## src/rtl/rot_field_seq.sv

```systemverilog
// ---------------------------------------------------------------------------
// rot_field_seq
//
// Multi-cycle field rotate/shift unit for the ALU datapath. The low FIELD_W
// bits of a DATA_W operand are rotated or shifted one bit per clock under a
// three-state FSM (IDLE -> BUSY -> DONE). Bits above the field pass through
// untouched. Amounts outside 1..FIELD_W-1 and reserved modes complete
// immediately. The result is the operand, and out_range_err flags the
// illegal cases.
//
// Ports
//   clk            rising-edge clock
//   rst_n          synchronous reset, active-low
//   in_valid       operation request
//   in_ready       unit can accept a request (high only in IDLE)
//   in_data        operand A            [DATA_W-1:0]
//   in_amt         unsigned amount B    [AMT_W-1:0]
//   in_mode        0 ROTR, 1 ROTL, 2 SHR, 3 SHL, 4 SAR, 5-7 reserved
//   out_valid      result available (high only in DONE)
//   out_ready      consumer takes the result
//   out_data       result               [DATA_W-1:0]
//   out_range_err  amount >= FIELD_W or reserved mode; result = operand
//   busy           high in BUSY or DONE
// ---------------------------------------------------------------------------
module rot_field_seq #(
  parameter int DATA_W  = 32,
  parameter int FIELD_W = 8,
  parameter int AMT_W   = 32
) (
  input  logic              clk,
  input  logic              rst_n,
  input  logic              in_valid,
  output logic              in_ready,
  input  logic [DATA_W-1:0] in_data,
  input  logic [AMT_W-1:0]  in_amt,
  input  logic [2:0]        in_mode,
  output logic              out_valid,
  input  logic              out_ready,
  output logic [DATA_W-1:0] out_data,
  output logic              out_range_err,
  output logic              busy
);

  typedef enum logic [1:0] {
    IDLE = 2'd0,
    BUSY = 2'd1,
    DONE = 2'd2
  } state_t;

  localparam logic [2:0] MODE_ROTR = 3'd0;
  localparam logic [2:0] MODE_ROTL = 3'd1;
  localparam logic [2:0] MODE_SHR  = 3'd2;
  localparam logic [2:0] MODE_SHL  = 3'd3;
  localparam logic [2:0] MODE_SAR  = 3'd4;

  // A legal BUSY amount is at most FIELD_W-1, so the step counter only
  // needs enough bits to hold that value.
  localparam int              CNT_W   = $clog2(FIELD_W);
  localparam logic [CNT_W-1:0] CNT_ONE = CNT_W'(1);

  // The amount compare is done in a widened domain so that FIELD_W always
  // fits, whatever AMT_W is.
  localparam int                 CMP_W     = AMT_W + 32;
  localparam logic [CMP_W-1:0]   FIELD_LIM = CMP_W'(FIELD_W);

  // One single-bit step on the low field. The upper bits are copied from the
  // input word and never touched, which also covers FIELD_W == DATA_W
  // without a zero-width slice.
  function automatic logic [DATA_W-1:0] field_step(
    input logic [DATA_W-1:0] d,
    input logic [2:0]        m
  );
    logic [FIELD_W-1:0] f;
    logic [DATA_W-1:0]  r;
    f = d[FIELD_W-1:0];
    r = d;
    case (m)
      MODE_ROTR: r[FIELD_W-1:0] = {f[0], f[FIELD_W-1:1]};
      MODE_ROTL: r[FIELD_W-1:0] = {f[FIELD_W-2:0], f[FIELD_W-1]};
      MODE_SHR:  r[FIELD_W-1:0] = {1'b0, f[FIELD_W-1:1]};
      MODE_SHL:  r[FIELD_W-1:0] = {f[FIELD_W-2:0], 1'b0};
      MODE_SAR:  r[FIELD_W-1:0] = {f[FIELD_W-1], f[FIELD_W-1:1]};
      default:   r[FIELD_W-1:0] = f;
    endcase
    return r;
  endfunction

  // Range error: amount not smaller than the field width, or a reserved mode.
  function automatic logic range_check(
    input logic [AMT_W-1:0] amt,
    input logic [2:0]       m
  );
    logic [CMP_W-1:0] wide;
    wide = {32'b0, amt};
    return (wide >= FIELD_LIM) || (m > MODE_SAR);
  endfunction

  state_t              state;
  logic [DATA_W-1:0]   work;
  logic [2:0]          mode_q;
  logic [CNT_W-1:0]    count;
  logic [DATA_W-1:0]   step_data;
  logic                req_err;
  logic                req_zero;

  assign step_data = field_step(work, mode_q);
  assign req_err   = range_check(in_amt, in_mode);
  assign req_zero  = (in_amt == '0);

  // Single FSM block; every output is a register so nothing downstream sees
  // combinational paths from the request side.
  always_ff @(posedge clk) begin
    if (!rst_n) begin
      state         <= IDLE;
      in_ready      <= 1'b1;
      out_valid     <= 1'b0;
      out_data      <= '0;
      out_range_err <= 1'b0;
      busy          <= 1'b0;
      count         <= '0;
    end else begin
      case (state)
        IDLE: begin
          if (in_valid) begin
            work     <= in_data;
            mode_q   <= in_mode;
            in_ready <= 1'b0;
            busy     <= 1'b1;
            if (req_err || req_zero) begin
              // Nothing to step: publish the operand unchanged right away.
              state         <= DONE;
              out_valid     <= 1'b1;
              out_data      <= in_data;
              out_range_err <= req_err;
            end else begin
              state <= BUSY;
              count <= in_amt[CNT_W-1:0];
            end
          end
        end

        BUSY: begin
          work  <= step_data;
          count <= count - CNT_ONE;
          if (count == CNT_ONE) begin
            // Last step: the stepped word is the result.
            state         <= DONE;
            out_valid     <= 1'b1;
            out_data      <= step_data;
            out_range_err <= 1'b0;
          end
        end

        DONE: begin
          // out_data keeps the result after handoff until the next DONE.
          if (out_ready) begin
            state     <= IDLE;
            out_valid <= 1'b0;
            in_ready  <= 1'b1;
            busy      <= 1'b0;
          end
        end

        default: begin
          state     <= IDLE;
          out_valid <= 1'b0;
          in_ready  <= 1'b1;
          busy      <= 1'b0;
        end
      endcase
    end
  end

endmodule

```

## config.mk

```make
export PLATFORM = sky130hd
export DESIGN_NAME = rot_field_seq
export DESIGN_NICKNAME = d
export VERILOG_FILES = /design/src/rtl/rot_field_seq.sv
export SDC_FILE = /design/constraint.sdc
export NUM_CORES = 1
export LEC_CHECK = 0
export CAP_MARGIN = 20
export CORE_MARGIN = 2
export CORE_UTILIZATION = 32
export DETAILED_ROUTE_END_ITERATION = 16
export DONT_BUFFER_PORTS = 1
export PLACE_DENSITY = 0.47
export SYNTH_ARGS = -nofsm -noshare
export SYNTH_HDL_FRONTEND = slang
export SYNTH_SLANG_ARGS = --single-unit
```

## constraint.sdc

```tcl
create_clock -name clk -period 3.4 [get_ports clk]
set_input_delay 1.02 -clock clk [delete_from_list [all_inputs] [get_ports clk]]
set_output_delay 1.02 -clock clk [all_outputs]
set_load 0.01 [all_outputs]
```

# After elaboration in Yosys (flattened, before gate mapping)

Cells that the tools add are included.

Add/sub/neg operators: 1
Order comparisons: 2
Eq/ne operators: 12
Multiplexer cells: 29
Bitwise gates (word level): 1
Reductions and logical operators: 14

Operator list:

| kind                                                                                 | count |
|---|---|
| 32-bit two-way mux                                                                   | 4 |
| 32-bit case mux with 2 select lines                                                  | 2 |
| 8-bit case mux with 5 select lines                                                   | 1 |
| 32-bit by 4-bit greater-or-equal comparator with 1-bit output, second input constant | 1 |
| 32-bit logical NOT                                                                   | 1 |
| 3-bit AND reduction                                                                  | 5 |
| 4-bit AND reduction                                                                  | 3 |
| 1-bit two-way mux                                                                    | 10 |
| 2-bit inequality test, second input constant                                         | 5 |
| 1-bit case mux with 3 select lines                                                   | 3 |
| 2-bit two-way mux                                                                    | 4 |
| 3-bit by 1-bit == test with 1-bit output, second input constant                      | 2 |
| 3-bit by 2-bit == test with 1-bit output, second input constant                      | 2 |
| 3-bit two-way mux                                                                    | 2 |
| 2-bit case mux with 3 select lines                                                   | 1 |
| 3-bit case mux with 2 select lines                                                   | 1 |
| 3-bit == test, second input constant                                                 | 1 |
| 3-bit greater-than comparator, second input constant                                 | 1 |
| 3-bit logical NOT                                                                    | 1 |
| 3-bit by 1-bit subtractor with 3-bit output, second input constant                   | 1 |
| 2-bit by 1-bit == test with 1-bit output, second input constant                      | 1 |
| 2-bit == test, second input constant                                                 | 1 |
| 2-bit logical NOT                                                                    | 1 |
| 1-bit logical OR                                                                     | 2 |
| 3 further kinds                                                                      | 3 |

Register bits: 76
Input port bits: 71
Output and inout port bits: 36
Word-level logic and storage cells: 69

# Logic depth before layout (Yosys ltp)

Gate-level depths: netlist of the first run.

Depth in word-level cells: 6
Gate-level depth with buffers: 9
Depth with buffers taken out: 7

# Least setup slack after synthesis of the first run

No wires, ideal clock.

Path kind: input-to-reg
From: input in_amt[1]
To: register out_data[1]
Setup time: 0.116 ns
Arrival time: 2.245 ns
Slack: 1.039 ns
Cell stages on the path: 6
Path buffers: 1
Path through: or3_4 -> nor2b_1 -> and4_4 -> buf_6 -> or3_1 -> o211a_1

Word-level cells in the longest chain between the ends: 5

RTL lines:

| what                                                          | line | text |
|---|---|---|
| start: declaration                                            | 35   | `input logic [AMT_W-1:0] in_amt,` |
| 32-bit by 4-bit greater-or-equal comparator with 1-bit output | 95   | `return (wide >= FIELD_LIM) \|\| (m > MODE_SAR);` |
| 1-bit logical OR                                              | 95   |  |
| 1-bit logical OR *                                            | 129  | `if (req_err \|\| req_zero) begin` |
| 2-bit inequality test (no source line) *                      | -    |  |
| 4-bit AND reduction (no source line) *                        | -    |  |
| end signal: assignment                                        | 133  | `out_data <= in_data;` |
| end signal: assignment                                        | 149  | `out_data <= step_data;` |
| end: declaration                                              | 39   | `output logic [DATA_W-1:0] out_data,` |

Every way passes the cells marked *; elsewhere a longest branch is shown, timed or not.
A chain may end at the register's enable or synchronous reset.

# Worst setup path after layout of the first run

From: register state[1]
To: register out_data[29]

Word-level cells in the longest chain between the ends: 3

RTL lines:

| what                                                                                 | line | text |
|---|---|---|
| start: declaration                                                                   | 98   | `state_t state;` |
| start signal: assignment                                                             | 114  | `state <= IDLE;` |
| start signal: assignment                                                             | 131  | `state <= DONE;` |
| start signal: assignment                                                             | 136  | `state <= BUSY;` |
| 2-bit by 1-bit == test with 1-bit output / 2-bit logical NOT (equally long branches) | 122  | `case (state)` |
| 2-bit inequality test (no source line) / 2-bit nonzero test (equally long branches)  | -    |  |
| 4-bit AND reduction (no source line)                                                 | -    |  |

Several ways; a longest one is shown, not always the timed one.

==> impl_metrics.toml, run 1 <==
[outcome]
run_status = "finished, final reports clean"

[timing]
finalHoldViolCount = 0
setup_repair_after_global_routing_missed_its_margin = "false"
finClkSkew_ns = 0.00370
sum_of_negative_setup_slack_ns = 0
max_clock_freq_mhz = 422
holdWs_ns = 0.506
period_share_pct = 69.7
slew-limit-headroom_pct = 41.3
tightestPinTransition_ns = 0.881
final_setup_violating_endpoints = 0
final_period_minus_worst_setup_slack_ns = 2.37
finalMaxSlewViolations = 0

[critical_path]
critical_path_class = "reg -> reg"
worst-path-max-fanout = 38
critical_path_launch_point_type = "flop"
critical_path.slowest_cell = "nand2b_2"
critical_path_arrival_ns = 2.60
worst_stage_delay_on_the_critical_path_ns = 0.81
worst_path_cell_trace = "nand2b_2 > buf_12 > mux2i_1 > o211ai_1 > o211a_1"
critical_path_buffer_and_inverter_count = 1
worst_setup_path_end_kind = "flop"
critical_path_required_ns = 3.63
cpLargestDelayFamily = "simple AND/OR/NAND/NOR gates"

[yosys]
synth_top_family_by_area = "compound AO/OA/AOI/OAI gates"
synth.yosys.warnings = 0
synth.top_cells.by_count = "dfxtp_1 (41), edfxtp_1 (35), o211a_1 (34)"
synth_flop_cell = "dfxtp_1"
yosys.area.top_type_share_pct = 27.8
post-synth-top-count-cell = "dfxtp_1"
syn-instance-count = 340
yosys.area_share.xor_xnor_pct = 0
synth.area.top_cells = "edfxtp_1 (28%), dfxtp_1 (22%), o211a_1 (9.0%), mux2i_1 (8.7%), o211ai_1 (4.8%)"
synth-compound-area-share_pct = 21.3
post_synth_and_or_nand_nor_area_fraction_pct = 14.9
synth-edff-count = 35
synth.cell_area_mm2 = 0.00378
asyncSetResetFlopFracSynth_pct = 0
yosys-mux-area-fraction_pct = 8.73
postSynthNetCount = 413
yosys.area_share.adder_pct = 0.662
synth-seq-area-share_pct = 49.5
most_area_hungry_cell_type_in_the_yosys_netlist = "edfxtp_1"
ys_seq_elements = 76
post_synth_num_cell_types = 45
postSynthAreaPerCell_um2 = 11.1

[power_and_ir_drop]
power.clock.fraction_pct = 41.2
report.power.total_mw = 2.08
cell_internal_pwr_mw = 1.58
power_frac_seq_pct = 52.0
power.share.switching_pct = 23.8
power.density_mw_per_mm2 = 506
ir_worst_vdd_mv = 0.198
total_switching_power_mw = 0.495
static_leak_nw = 1.87
p_comb_share_pct = 6.7

[floorplanning]
dieWidth_um = 113
num_rows = 39
die_height_um = 113
die-area_mm2 = 0.0127
coreArea_mm2 = 0.0115
boundaryPins = 107
initial_core_util_pct = 33.0

[clocking]
htreeDepth = 3
cts_num_sinks = 76
cts-buffers-inserted = 9
clock_tree.root_cell = "clkbuf_16"
number_of_buffers_inserted_for_hold_repair_after_clock_tree_synthesis = 0
clock_latency_on_the_worst_skew_pair_ns = 0.33
post_cts_resized = 0
cts_max_path_buffers = 2
postCtsSetupRepairBufs = 0
cts.reportedPaths.clkPinSlew_ns = 0.06
tritoncts = "yes"

[route]
ant_nets = 0
drt_iter0_markers = 70
routed_wirelength_um = 8740
vias = 2588
drcViolationCount = 0
wl_per_cell_um = 18.4
detailedRoute.firstPassIterationCount = 4
drt-vias-per-instance = 5.46

[layout]
filler_cell_count = 1153
drive_gt1_share_pct = 8.16
antenna-diode-count = 0
area_of_the_multi_input_gates_mm2 = 0.00173
nNetsFinal = 399
area.growth.synth_to_final_pct = 8.63
regArea_mm2 = 0.00187

[global_routing]
grt_pass1_vias = 2598
global_route.overflow_total = 0
first_pass_grt_wire_length_um = 14000
grt_util_all_layers_pct = 14.2
grt_antenna_before_repair = 0
grt_max_degree = 47

[run]
drv.max_cap_violation_count = 0

[hold_path]
holdCritPathClass = "reg -> reg"

[placed_design]
place.detailed.hpwl_um = 5870
gpl.final_weighted_congestion = 0.719
placement.io_buffers = 0
==> kinds of logic after synthesis <==
logic type / count (synthesis)
AO/OA/AOI/OAI: 102
AND/OR/NAND/NOR: 93
flip-flops: 76
buffers and inverters: 34
multiplexers: 33
adder cells (fa/ha/maj): 2
==> flip-flops by register name (all words and copies together), names as in the netlist <==
signal         flops
work              32
mode_q             3
count              3
out_range_err      1
busy               1
out_data          32
out_valid          1
in_ready           1
state              2
==> power groups by stage <==
stage | combinational, mW | sequential (mW) | clock (mW)
global placement | 0.139 | 1.10 | 0
CTS | 0.143 | 1.08 | 0.884
global route | 0.161 | 1.09 | 0.908
detailed placement | 0.142 | 1.10 | 0
floorplan | 0.133 | 1.08 | 0
finish | 0.140 | 1.08 | 0.857
==> cell usage in the layout (no fill, tap or decap), types with 2 or more instances in the layout <==
cell,n
nor2b_1,4
nor2_1,8
or3_1,7
nor4_1,6
and4_1,2
edfxtp_1,35
mux2i_1,33
ha_1,2
buf_4,4
o211ai_1,24
o31a_1,2
nand2b_1,5
nor3b_1,2
clkinv_2,2
and2_1,26
nand3b_1,2
dfxtp_1,41
o21a_1,3
clkbuf_1,3
o21ai_0,11
a21oi_1,3
o21ai_1,3
nand3_1,3
nor3_1,2
inv_1,4
a21o_1,8
clkbuf_16,9
o22ai_1,7
and4_4,2
and3_1,3
o211a_1,34
nand2_1,14
==> per-stage QoR <==
step | setup slack [ns] | cell area, um2 | utilization [%] | std cells
after global placement | 0.904 | 3850 | 33.5 | 458
after detailed placement | 0.876 | 3850 | 33.5 | 458
after CTS | 1.02 | 4110 | 35.8 | 474
final | 1.03 | 4110 | 35.8 | 474
after floorplan | 1.04 | 3780 | - | 340
after global routing | 0.801 | 4110 | 35.8 | 474
==> cell type report <==
type	instances	area share [%]
Timing Repair Buffer	5	1.22
Inverter	4	0.365
Tap cell	143	4.35
Multi-Input combinational cell	230	42.1
Clock buffer	12	5.76
Clock inverter	4	0.639
Sequential cell	76	45.6
==> worst paths after layout <==
path                       end  cells past startpoint     start  slack, ns
setup / recovery  out_data[29]                      5  state[1]       1.03
hold / removal        count[1]                      1  count[1]       0.51
setup reg to reg  out_data[29]                      5  state[1]       1.03
hold reg to reg       count[1]                      1  count[1]       0.51
==> per-layer routing <==
layer  GRT usage, %  share of wire, %
met1           17.9                45
met2           21.8                45
met3           5.52               8.8
met4           6.10               1.4
met5              0                 0
Power figures use the tool's default switching activity.
==> run 2, diff against run 1 <==
clock period = 2.19 ns   (was 3.4 ns; I/O delays follow)
==> impl_metrics.toml, run 2 (synthesis results as in run 1) <==
[route]
detailedRoute.firstPassIterationCount = 4
ant_nets = 0
routed_wirelength_um = 8990
wl_per_cell_um = 18.8
drt_iter0_markers = 93
vias = 2609
drcViolationCount = 0
drt-vias-per-instance = 5.45

[layout]
final_common_cell = "dfxtp_1"
top_regs = "out_data x32, work x32"
finish.utilization_pct = 36.2
layout.cells.most_common_list = "dfxtp_1 (41), edfxtp_1 (35), o211a_1 (34)"
filler_cell_count = 1160
antenna-diode-count = 0
nNetsFinal = 404
drive_gt1_share_pct = 10.4
area.growth.synth_to_final_pct = 9.89

[global_routing]
global_route.overflow_total = 0
grt_max_degree = 47
grt_pass1_vias = 2673
grt_util_all_layers_pct = 14.4
grt_antenna_before_repair = 0
first_pass_grt_wire_length_um = 14200

[floorplanning]
boundaryPins = 107
die_height_um = 113
coreArea_mm2 = 0.0115
die-area_mm2 = 0.0127
initial_core_util_pct = 33.0
num_rows = 39
dieWidth_um = 113

[outcome]
run_status = "finished, final reports clean"

[clocking]
tritoncts = "yes"
postCtsSetupRepairBufs = 0
clock_tree.root_cell = "clkbuf_16"
htreeDepth = 3
cts_max_path_buffers = 2
cts_num_sinks = 76
cts.reportedPaths.clkPinSlew_ns = 0.06
number_of_buffers_inserted_for_hold_repair_after_clock_tree_synthesis = 0
clock_latency_on_the_worst_skew_pair_ns = 0.33
post_cts_resized = 0
cts-buffers-inserted = 9

[critical_path]
r2r_cells = 6
critical_path_arrival_ns = 2.29
critical_path_launch_point_type = "flop"
critical_path_class = "reg -> reg"
worst-path-max-fanout = 10
critical_path_required_ns = 2.42
worst_setup_path_end_kind = "flop"

[placed_design]
gpl.final_weighted_congestion = 0.739
place.detailed.hpwl_um = 5930
minimum_setup_slack_after_placement_ns = 0.0136
placement.io_buffers = 0

[timing]
finalMaxSlewViolations = 0
final_period_minus_worst_setup_slack_ns = 2.06
period_share_pct = 94.0
setup_repair_after_global_routing_missed_its_margin = "false"
final_setup_violating_endpoints = 0
finClkSkew_ns = 0.00449
postLayoutSetupSlackWorst_ns = 0.131
tightestPinTransition_ns = 0.519
max_clock_freq_mhz = 486
slew-limit-headroom_pct = 65.4
finalHoldViolCount = 0
sum_of_negative_setup_slack_ns = 0

[power_and_ir_drop]
power.density_mw_per_mm2 = 779
total_switching_power_mw = 0.786
power_frac_seq_pct = 51.5
power.clock.fraction_pct = 41.4
power.share.switching_pct = 24.3
p_comb_share_pct = 7.1
static_leak_nw = 1.90
report.power.total_mw = 3.24
cell_internal_pwr_mw = 2.45
ir_worst_vdd_mv = 0.318

[hold_path]
holdCritPathClass = "in -> reg"
min_path_cells = 1

[run]
drv.max_cap_violation_count = 0
run 2: layout make-up:
type                    count  area, um2  share of cell area (%)
multi-input cells         231       1740                    41.9
inverters                   4       15.0                   0.361
flip-flops and latches     76       1870                    45.0
clock inverters             7       43.8                    1.05
well taps                 143        179                    4.30
repair buffers              9       80.1                    1.93
clock buffers               9        225                    5.42
run 2: final timing paths:
check | end | slack (ns) | startpoint
max | out_data[5] | 0.13 | count[0]
min | in_ready | 0.42 | rst_n
max reg2reg | out_data[5] | 0.13 | count[0]
min reg2reg | count[1] | 0.51 | count[1]
run 2: power by group through the flow:
stage / combinational, mW / clock (mW) / sequential [mW]
global route: 0.262 / 1.44 / 1.68
global placement: 0.226 / 0 / 1.70
detailed placement: 0.229 / 0 / 1.70
CTS: 0.230 / 1.38 / 1.67
finish: 0.229 / 1.34 / 1.67
floorplan: 0.206 / 0 / 1.67
run 2: per-stage QoR:
stage	instance area, um2	hold slack (ns)	std cells
after detailed placement	3880	0.496	462
after global placement	3880	0.484	462
after global routing	4160	0.402	479
after CTS	4150	0.381	478
after floorplan	3780	0.472	340
final	4160	0.419	479
run 2: critical path: stages (launching register included):
cell	delay (ns)
dfxtp_1	0.37
ha_1	0.15
nor2b_1	0.28
mux2i_1	0.16
or2_2	0.43
or3_1	0.42
o211a_1	0.14
run 2: routing by layer:
| metal | vias up | global-route usage (%) | part of all wire (%) |
|---|---|---|---|
| li1 | 1274 | - | - |
| met1 | 1247 | 17.3 | 43 |
| met2 | 77 | 22.7 | 47 |
| met3 | 11 | 5.52 | 8.4 |
| met4 | 0 | 6.75 | 1.9 |
| met5 | - | 0 | 0 |
==> run 3, diff against run 2 <==
CTS_BUF_LIST = sky130_fd_sc_hd__clkbuf_8 sky130_fd_sc_hd__clkbuf_16   (was default)
==> results of run 3 <==
No change in the layout: final DEF, timing and power equal those of run 2.
